### src/rtl/debounce_multi.sv
// N-channel counter-based debouncer: clean level plus one-cycle press/released pulses.
// Optional macro DEBOUNCE_SYNC_EN adds a 2-flop input synchronizer per channel.
module debounce_multi #(
    parameter int CHANNELS      = 4,
    parameter int STABLE_CYCLES = 16,
    parameter bit ACTIVE_LOW    = 1'b0,
    parameter int CNT_W         = $clog2(STABLE_CYCLES)
) (
    input  logic                clk,
    input  logic                reset,
    input  logic [CHANNELS-1:0] bt,
    output logic [CHANNELS-1:0] out,
    output logic [CHANNELS-1:0] press,
    output logic [CHANNELS-1:0] released,
    output logic                busy
);

    localparam logic [CNT_W-1:0] CNT_MAX = CNT_W'(STABLE_CYCLES - 1);

    logic [CHANNELS-1:0] p;
    logic [CHANNELS-1:0] s;
    logic [CHANNELS-1:0] cnt_nz;

    assign p = bt ^ {CHANNELS{ACTIVE_LOW}};

`ifdef DEBOUNCE_SYNC_EN
    logic [CHANNELS-1:0] sync1_reg;
    logic [CHANNELS-1:0] sync2_reg;

    always_ff @(posedge clk) begin
        if (reset) begin
            sync1_reg <= '0;
            sync2_reg <= '0;
        end else begin
            sync1_reg <= p;
            sync2_reg <= sync1_reg;
        end
    end

    assign s = sync2_reg;
`else
    assign s = p;
`endif

    genvar gi;
    generate
        for (gi = 0; gi < CHANNELS; gi++) begin : g_ch
            logic [CNT_W-1:0] cnt_reg;
            logic             out_reg;
            logic             press_reg;
            logic             rel_reg;

            // Any sample matching the current level restarts qualification.
            always_ff @(posedge clk) begin
                if (reset) begin
                    cnt_reg   <= '0;
                    out_reg   <= 1'b0;
                    press_reg <= 1'b0;
                    rel_reg   <= 1'b0;
                end else begin
                    press_reg <= 1'b0;
                    rel_reg   <= 1'b0;
                    if (s[gi] == out_reg) begin
                        cnt_reg <= '0;
                    end else if (cnt_reg == CNT_MAX) begin
                        cnt_reg   <= '0;
                        out_reg   <= ~out_reg;
                        press_reg <= ~out_reg;
                        rel_reg   <= out_reg;
                    end else begin
                        cnt_reg <= cnt_reg + CNT_W'(1);
                    end
                end
            end

            assign out[gi]      = out_reg;
            assign press[gi]    = press_reg;
            assign released[gi] = rel_reg;
            assign cnt_nz[gi]   = |cnt_reg;
        end
    endgenerate

    assign busy = |cnt_nz;

endmodule

### config.mk
export PLATFORM = sky130hd
export DESIGN_NAME = debounce_multi
export DESIGN_NICKNAME = d
export VERILOG_FILES = /design/src/rtl/debounce_multi.sv
export SDC_FILE = /design/constraint.sdc
export NUM_CORES = 1
export LEC_CHECK = 0
export ABC_AREA = 1
export BUFFER_PORTS_ARGS = -buffer_cell sky130_fd_sc_hd__buf_4
export CORE_MARGIN = 5
export CORE_UTILIZATION = 40
export CTS_BUF_LIST = sky130_fd_sc_hd__clkbuf_8 sky130_fd_sc_hd__clkbuf_16
export CTS_CLUSTER_SIZE = 20
export DETAILED_ROUTE_END_ITERATION = 10
export PLACE_DENSITY = 0.63
export SYNTH_ARGS = -nofsm -noshare
export SYNTH_HDL_FRONTEND = slang
export SYNTH_SLANG_ARGS = --single-unit
### constraint.sdc
create_clock -name clk -period 2.7 [get_ports clk]
set_input_delay 0.27 -clock clk [delete_from_list [all_inputs] [get_ports clk]]
set_output_delay 0.27 -clock clk [all_outputs]
set_load 0.05 [all_outputs]
==> impl_metrics.csv <==
group,metric,value,unit
worst_setup_path,setup.worst_path.start_class,"flip-flop",
worst_setup_path,path_max_fanout,5,
logic_synthesis,synthArstFlopShare,0,
grt,grt_pass1_vias,896,
clock_tree,clock_latency,0.27,ns
sta,post-route-period-util,0.589,
detailed_routing,drt-total-wl,2.17,mm
floorplan,core,3310,um^2
sta,hold_viol,0,
job,drv_cap,0,
sta,fmax,628,MHz
grt,grt_pass1_wl,3.73,mm
detailed_routing,drc,0,
finish,fillers,361,
detailed_routing,dr_total_vias,996,
logic_synthesis,yosys_warnings,0,
status,status,"finished, final reports clean",
finish,diodes,0,
finish,final_common_cell,"inv_1",
floorplan,dieHeight,68.1,um
floorplan,rows,21,
detailed_routing,avgRoutedWirePerCell,9.45,um
grt,antenna_found_initial,0,
finish,syn_to_final_growth,9.83,%
sta,fin_skew,0.00489,ns
worst_setup_path,criticalPathCategory,"reg2out",
power_and_ir_drop,vdd_drop_max,0.149,mV
grt,grt_start_max_net_pins,15,
clock_tree,cts_sinks,28,
logic_synthesis,synth_flop_cell,"dfxtp_1",
detailed_routing,drt_iter0_drc,31,
sta,rsz0062_at_grt,"no",
worst_setup_path,cp_data_required_time,2.43,ns
logic_synthesis,synth-edff-count,0,
grt,grt_usage,0.108,
logic_synthesis,ys_seq_area_frac,0.416,
sta,totalNegativeSetupSlack,0,ns
logic_synthesis,syn_avg_cell_area,7.66,um^2
clock_tree,hold_buffers,0,
place,place_hpwl,1.67,mm
floorplan,die_w,68.1,um
place,gp_congestion,0.726,
worst_setup_path,endpoint_kind,"primary output",
power_and_ir_drop,cellPowerDensity,473,nW/um^2
floorplan,dieArea,4630,um^2
logic_synthesis,netlist-cell-type-count,15,
clock_tree,htreeDepth,1,
sta,finalSetupViolCount,0,
place,placed_area,1440,um^2
clock_tree,cts.reportedPaths.clkPinSlew,0.09,ns
logic_synthesis,synth_nets,190,
min_path,hold_class,"in2reg",
worst_setup_path,arrival,1.32,ns
finish,largest_reg_flops,16,
clock_tree,post_cts.resized_instances,0,
grt,grt_overflow,0,
sta,slew_violations,0,
finish,final_cell_mix,"inv_1, dfxtp_1, nand2_1, nor2_1, buf_4",
detailed_routing,firstDrtPassIters,4,
sta,period_minus_slack,1.59,ns
power_and_ir_drop,p_leak,0.732,nW
clock_tree,tritoncts,"done",
floorplan,ios,19,
clock_tree,cts-root-buf,"clkbuf_8",
finish,finalNetCount,200,
place,port-buffer-count,18,
detailed_routing,ant_nets,0,
finish,drive_gt1_frac,0.158,
logic_synthesis,synth-seq-cells,28,
logic_synthesis,synthCells,176,
clock_tree,numCtsBuffers,3,
floorplan,initial_core_util,0.407,
detailed_routing,viasPerCell,4.33,
finish,final_area,1480,um^2
sta,worstMarginPinSlew,0.386,ns
sta,slew_headroom,0.743,
clock_tree,post_cts_buffers,0,
logic_synthesis,synth_area,1350,um^2
clock_tree,clock_path_buffers,2,
[layer usage]
layer	wire length, um	vias up	GRT usage
met5	0	-	0
met4	46	0	0.0596
met3	84	5	0.0246
met2	932	16	0.170
met1	1110	428	0.135
li1	-	547	-
[synthesized netlist by cell type (2+ instances only)]
| library cell | count | area, um^2 |
|---|---|---|
| dfxtp_1 | 28 | 561 |
| nor2_1 | 27 | 101 |
| nand3_1 | 8 | 40.0 |
| a21oi_1 | 4 | 20.0 |
| xnor2_1 | 4 | 35.0 |
| buf_4 | 12 | 90.1 |
| nand2_1 | 27 | 101 |
| nand4_1 | 12 | 75.1 |
| ha_1 | 8 | 100 |
| inv_1 | 34 | 128 |
| or2_1 | 2 | 12.5 |
| nand3_2 | 5 | 50.1 |
| nor2_2 | 3 | 18.8 |
[stage by stage]
stage	setup WS, ns	power, mW	std cells	hold WS [ns]	util
floorplan	1.35	0.469	176	0.405	-
global placement	1.42	0.485	227	0.460	0.435
detailed placement	1.40	0.486	227	0.470	0.435
CTS	1.08	0.710	230	0.240	0.447
global route	0.973	0.733	230	0.257	0.447
finish	1.11	0.700	230	0.242	0.447
[power breakdown]
part           switching [mW]  internal (mW)
Combinational          0.0321         0.0192
Sequential            0.00669          0.418
Clock                   0.124          0.100
[critical path, cell delays in order, from the launching register on]
cell and delay, ns:
dfxtp_1 0.40, inv_1 0.07, ha_1 0.20, nand2_1 0.06, nor2_1 0.04, nand3_1 0.08, buf_4 0.20
[path summary, 6_finish.rpt]
| path | from | to | slack, ns | cells after the start |
|---|---|---|---|---|
| setup / recovery | g_ch[0].cnt_reg[0] | busy | 1.11 | 6 |
| hold / removal | bt[3] | g_ch[3].out_reg | 0.24 | 3 |
| setup reg to reg | g_ch[0].cnt_reg[0] | g_ch[0].cnt_reg[2] | 1.59 | 4 |
| hold reg to reg | g_ch[1].cnt_reg[0] | g_ch[1].cnt_reg[0] | 0.49 | 1 |
[cells by family (layout without fill, tap and decap cells)]
logic type	count (synthesis)	in the layout	synth area share
AND/OR/NAND/NOR	85	85	0.300
buffers and inverters	47	55	0.170
flip-flops	28	28	0.416
adder cells (fa/ha/maj)	8	8	0.0742
AO/OA/AOI/OAI	4	4	0.0148
XOR/XNOR	4	4	0.0260
[cell type report]
cell class / count / area [um^2] / share of cell area
multi-input combinational: 101 / 559 / 0.378
tap: 46 / 57.6 / 0.0389
inverter: 34 / 128 / 0.0861
timing repair buffer: 18 / 135 / 0.0912
sequential: 28 / 561 / 0.378
clock buffer: 3 / 41.3 / 0.0279
Note: power is estimated with default switching activity, not from simulation.
